<file path="config.mk">
export PLATFORM = sky130hd
export DESIGN_NAME = uart_rx_fsm
export DESIGN_NICKNAME = d
export VERILOG_FILES = /design/src/rtl/uart_pkg.sv /design/src/rtl/uart_rx_edge_bit_counter.sv /design/src/rtl/uart_rx_fsm.sv
export SDC_FILE = /design/constraint.sdc
export NUM_CORES = 1
export LEC_CHECK = 0
export ABC_AREA = 1
export CORE_UTILIZATION = 35
export CTS_BUF_LIST = sky130_fd_sc_hd__clkbuf_8
export CTS_CLUSTER_SIZE = 8
export DETAILED_ROUTE_END_ITERATION = 10
export MAX_ROUTING_LAYER = met4
export PLACE_DENSITY = 0.6
export SLEW_MARGIN = 20
export SYNTH_ARGS = -nofsm -noshare
export SYNTH_HDL_FRONTEND = slang
export SYNTH_HIERARCHICAL = 1
export SYNTH_SLANG_ARGS = --single-unit
</file>
<file path="constraint.sdc">
create_clock -name CLK -period 2.45 [get_ports CLK]
set_clock_uncertainty 0.1 [all_clocks]
set_input_delay 0.735 -clock CLK [delete_from_list [all_inputs] [get_ports CLK]]
set_output_delay 0.735 -clock CLK [all_outputs]
set_load 0.02 [all_outputs]
</file>
<file path="src/rtl/uart_pkg.sv">
// Shared types and constants for the UART receive controller.
package uart_pkg;

  typedef enum logic [2:0] {
    IDLE,
    START,
    DATA,
    PARITY,
    STOP
  } rx_state_t;

  localparam int MIN_PRESCALE = 4;

endpackage

</file>
<file path="src/rtl/uart_rx_edge_bit_counter.sv">
// Oversampling edge counter and data-bit counter for the UART receiver.
module uart_rx_edge_bit_counter #(
  parameter int DATA_WIDTH     = 8,
  parameter int PRESCALE_WIDTH = 6
) (
  input  logic                      CLK,
  input  logic                      RST,
  input  logic                      cnt_en,
  input  logic                      last_edge,
  input  logic                      bit_inc,
  output logic [PRESCALE_WIDTH-1:0] edge_cnt,
  output logic [3:0]                bit_cnt
);

  localparam logic [3:0] BIT_LAST = 4'(DATA_WIDTH - 1);

  // Edge count holds at zero while idle so a detect cycle always starts a frame at edge 0.
  always_ff @(posedge CLK) begin
    if (!RST) begin
      edge_cnt <= '0;
      bit_cnt  <= '0;
    end else begin
      if (!cnt_en || last_edge) edge_cnt <= '0;
      else                      edge_cnt <= edge_cnt + PRESCALE_WIDTH'(1);
      if (bit_inc) bit_cnt <= (bit_cnt == BIT_LAST) ? 4'd0 : bit_cnt + 4'd1;
    end
  end

endmodule

</file>
<file path="src/rtl/uart_rx_fsm.sv">
// UART receive controller: frame sequencing, check strobes and data_valid generation.
module uart_rx_fsm
  import uart_pkg::*;
#(
  parameter int DATA_WIDTH     = 8,
  parameter int PRESCALE_WIDTH = 6
) (
  input  logic                      CLK,
  input  logic                      RST,
  input  logic                      RX_IN,
  input  logic                      PAR_EN,
  input  logic [PRESCALE_WIDTH-1:0] Prescale,
  input  logic                      strt_glitch,
  input  logic                      par_err,
  input  logic                      stp_err,
  output logic                      dat_samp_en,
  output logic                      deser_en,
  output logic                      strt_chk_en,
  output logic                      par_chk_en,
  output logic                      stp_chk_en,
  output logic                      data_valid,
  output logic [PRESCALE_WIDTH-1:0] edge_cnt,
  output logic [3:0]                bit_cnt
);

  localparam logic [3:0] BIT_LAST = 4'(DATA_WIDTH - 1);

  rx_state_t state, state_nxt;
  logic      par_en_q, frm_err, dv_q;
  logic      last_edge, bit_last, detect;
  logic      cnt_en, bit_inc;
  logic      samp_c, deser_c, strt_c, par_c, stp_c;

  assign last_edge = (edge_cnt == Prescale - PRESCALE_WIDTH'(1));
  assign bit_last  = (bit_cnt == BIT_LAST);
  assign detect    = (state == IDLE) && !RX_IN;

  uart_rx_edge_bit_counter #(
    .DATA_WIDTH     (DATA_WIDTH),
    .PRESCALE_WIDTH (PRESCALE_WIDTH)
  ) u_cnt (
    .CLK       (CLK),
    .RST       (RST),
    .cnt_en    (cnt_en),
    .last_edge (last_edge),
    .bit_inc   (bit_inc),
    .edge_cnt  (edge_cnt),
    .bit_cnt   (bit_cnt)
  );

  always_comb begin
    state_nxt = state;
    cnt_en    = 1'b0;
    bit_inc   = 1'b0;
    samp_c    = 1'b0;
    deser_c   = 1'b0;
    strt_c    = 1'b0;
    par_c     = 1'b0;
    stp_c     = 1'b0;
    case (state)
      IDLE: begin
        if (detect) begin
          cnt_en    = 1'b1;
          state_nxt = START;
        end
      end
      START: begin
        cnt_en = 1'b1;
        samp_c = 1'b1;
        if (last_edge) begin
          strt_c    = 1'b1;
          state_nxt = strt_glitch ? IDLE : DATA;
        end
      end
      DATA: begin
        cnt_en = 1'b1;
        samp_c = 1'b1;
        if (last_edge) begin
          deser_c = 1'b1;
          bit_inc = 1'b1;
          if (bit_last) state_nxt = par_en_q ? PARITY : STOP;
        end
      end
      PARITY: begin
        cnt_en = 1'b1;
        samp_c = 1'b1;
        if (last_edge) begin
          par_c     = 1'b1;
          state_nxt = STOP;
        end
      end
      STOP: begin
        cnt_en = 1'b1;
        samp_c = 1'b1;
        if (last_edge) begin
          stp_c     = 1'b1;
          state_nxt = IDLE;
        end
      end
      default: state_nxt = IDLE;
    endcase
  end

  // Parity mode is frozen at the detect cycle; a parity failure poisons only the current frame.
  always_ff @(posedge CLK) begin
    if (!RST) begin
      state    <= IDLE;
      par_en_q <= 1'b0;
      frm_err  <= 1'b0;
      dv_q     <= 1'b0;
    end else begin
      state <= state_nxt;
      dv_q  <= stp_c && !stp_err && !frm_err;
      if (detect) begin
        par_en_q <= PAR_EN;
        frm_err  <= 1'b0;
      end else if (par_c && par_err) begin
        frm_err <= 1'b1;
      end
    end
  end

  // Outputs are forced quiet during the reset cycle even though the state register updates only at the edge.
  assign dat_samp_en = samp_c  & RST;
  assign deser_en    = deser_c & RST;
  assign strt_chk_en = strt_c  & RST;
  assign par_chk_en  = par_c   & RST;
  assign stp_chk_en  = stp_c   & RST;
  assign data_valid  = dv_q    & RST;

endmodule

</file>
==> impl_metrics.py <==
metrics = {
    "synthesis": {
        "postSynthCellCount": 164,
        "mappedNetlistArea_sq_um": 1050,
        "yosys_warnings": 6,
        "synth_seq_area_share": 0.305,
        "synth_top_family_by_area": "simple AND/OR/NAND/NOR gates",
        "syn_avg_cell_area_sq_um": 6.39,
        "synth_fa_ha_area_frac": 0.0358,
        "synth_seq_cells": 16,
        "synthMuxAreaShare": 0,
        "ys_types": 24,
        "synthSimpleGateAreaFrac": 0.399,
        "synth_xor_area_frac": 0.0418,
        "synth_compound_area_frac": 0.115,
        "synthesis.nets": 180,
    },
    "global_routing": {
        "track_usage": 0.180,
        "grt_pass1_vias": 1140,
        "met2_usage": 0.320,
        "grt_overflow": 0,
        "use_met1": 0.207,
        "grt_pass1_wl_microns": 4470,
        "antenna_found_initial": 0,
        "grt_most_used_layer": "met2",
        "grt_max_degree": 10,
        "grt_use_met3": 0.0300,
    },
    "layout": {
        "area_growth_pct": 60.5,
        "fin_area_sq_um": 1680,
        "drive_gt1_frac": 0.319,
        "n_fill_cell": 287,
        "nets": 233,
        "layout_common_cells": "nand2_1 (35), inv_1 (22), buf_4 (20)",
        "antennaDiodeCount": 0,
        "final_common_cell": "nand2_1",
    },
    "power_and_ir_drop": {
        "ir_drop_mv": 0.434,
        "p_leak_nw": 0.750,
        "powerDensity_nw_per_um2": 606,
    },
    "drt": {
        "post_drt_via_cell_ratio": 4.65,
        "detail_route.wl_per_cell_microns": 10.3,
        "drc_errors": 2,
        "first_pass_iters": 7,
        "drtIter0Drc": 43,
        "vias": 1149,
        "drt-total-wl_microns": 2540,
        "ant_nets": 0,
    },
    "clock_network": {
        "clk_latency_ns": 0.24,
        "cts_tree": "yes",
        "numCtsBuffers": 3,
        "cts_hold_buf": 0,
        "clk_pin_slew_ns": 0.07,
        "cts_buffer_depth": 2,
        "cts.sinks": 16,
        "htreeDepth": 1,
        "root_buffer": "clkbuf_8",
    },
    "place": {
        "placed_cell_area_sq_um": 1570,
        "port_buffers": 28,
        "hpwlAfterDp_microns": 2010,
        "post-place-ws_ns": -1.38,
        "finalWeightedCongestion": 0.821,
    },
    "worst_setup_path": {
        "timing_worst_setup_path_type": "primary input to output port",
        "worstPathArrival_ns": 1.91,
        "critPathLaunch": "Prescale[0]",
        "path_max_fanout": 4,
        "crit_path_end_kind": "output port",
        "reg2reg_from": "u_cnt/edge_cnt[4]",
        "path_cells": "buf_6, inv_4, ha_4, xnor2_1, nor2_1, nand2_1, nor2_4, nand2_4, inv_4, nand2_8, nor2_4, buf_6",
        "slowest_stage": "ha_4",
        "cpPeakStageDelay_ns": 0.19,
        "worstPathRequired_ns": 1.62,
        "cp-start-kind": "primary input",
    },
    "floorplanning": {
        "die_area_sq_um": 3220,
        "die_y_microns": 56.7,
        "core-area_sq_um": 2810,
        "io-pin-count": 29,
        "start_util": 0.374,
        "num_rows": 19,
        "fp.dieW_microns": 56.7,
    },
    "run_status": {
        "outcome": "complete, but fails checks",
        "violations": "design-rule violations, negative setup slack",
    },
    "worst_hold_path": {
        "min_path_type": "flip-flop to flip-flop",
        "worst_hold_startpoint": "frm_err",
    },
    "sta": {
        "hold_viol": 0,
        "period_share": 1.12,
        "drv_slew": 0,
        "period_minus_slack_ns": 2.75,
        "rsz0062_at_grt": "yes",
        "setup_viol": 4,
        "max_freq_ghz": 0.364,
        "tightest_slew_ns": 0.289,
        "slew_headroom": 0.806,
        "fin_ws_ns": -0.298,
    },
    "job": {
        "maxCapViolations": 0,
    },
}
-- power breakdown --
part	internal [W]	leakage, nW	switching [W]
registers	0.000294	0.130	0.0000343
clock network	0.000142	0.0288	0.0000889
logic	0.000200	0.591	0.000261
total	0.000636	0.750	0.000384
-- area by class of cell --
class	count	area (sq um)	area share
tap	31	38.8	0.0230
sequential	16	320	0.190
timing repair buffer	48	435	0.259
inverter	29	126	0.0751
clock buffer	4	55.1	0.0327
multi-input combinational	119	707	0.420
-- kinds of logic (layout without fill, tap and decap cells) --
| logic type | count (synthesis) | in the layout |
|---|---|---|
| simple gates | 90 | 90 |
| buf+inv | 29 | 81 |
| compound gates | 21 | 21 |
| flops | 16 | 16 |
| xor+xnor | 5 | 5 |
| fa+ha+maj | 3 | 3 |
-- synth_stat cells --
master | instances | area (sq um)
dfxtp_1 | 16 | 320
o22ai_1 | 1 | 6.26
a21oi_2 | 3 | 26.3
nor3_1 | 2 | 10.0
xor2_1 | 2 | 17.5
nor2_4 | 1 | 11.3
nand2_1 | 38 | 143
a21oi_1 | 9 | 45.0
a211oi_1 | 1 | 7.51
or2_2 | 1 | 6.26
nor2_2 | 5 | 31.3
o21ai_1 | 1 | 5.00
xnor2_1 | 3 | 26.3
inv_2 | 4 | 15.0
ha_1 | 3 | 37.5
nor3_2 | 1 | 10.0
nand3_2 | 1 | 10.0
nand3b_1 | 1 | 7.51
nand3_1 | 13 | 65.1
inv_1 | 25 | 93.8
o21ai_0 | 6 | 30.0
nor2_1 | 22 | 82.6
nand2_2 | 3 | 18.8
nand2_4 | 2 | 22.5
-- registers in the layout, indices dropped and copies added, names as in the netlist --
signal          cells
u_cnt/edge_cnt      6
state               3
frm_err             1
par_en_q            1
dv_q                1
u_cnt/bit_cnt       4
-- worst max-delay path: cells and delay by family --
kind | cells | cell delay [ns]
and+or+nand+nor | 6 | 0.52
buffers and inverters | 4 | 0.35
adders and majority gates | 1 | 0.19
xor gates and xnor gates | 1 | 0.12
-- final timing paths --
| path | endpoint | cells past startpoint | slack (ns) |
|---|---|---|---|
| setup reg to reg | u_cnt/bit_cnt[3] | 14 | 0.54 |
| hold / removal | frm_err | 2 | 0.36 |
| setup / recovery | strt_chk_en | 12 | -0.30 |
| hold reg to reg | frm_err | 2 | 0.36 |
-- stage by stage --
stage               total power [W]  utilization  hold slack, ns  std cells  TNS [ns]
floorplan                  0.000629            -           0.334        164    -0.539
global placement           0.000783        0.558           0.347        241    -11.87
global route                0.00111        0.600           0.401        247     -1.49
detailed placement         0.000789        0.558           0.351        241    -12.03
finish                      0.00102        0.600           0.359        247     -1.18
CTS                         0.00103        0.591           0.364        246     -1.13
-- repair_timing --
item	in CTS	in global routing
pin swaps	15	12
setup buffers	1	1
cloned	0	0
endpoints found under the setup margin	20	5
resized for setup	63	4
-- layer usage --
metal	wire length [microns]	part of all wire	up-vias
li1	-	-	618
met5	0	0	-
met4	14	0.0055	0
met1	1140	0.45	512
met3	84	0.033	2
met2	1300	0.51	17
No activity file was read; power rests on OpenSTA's default activity.
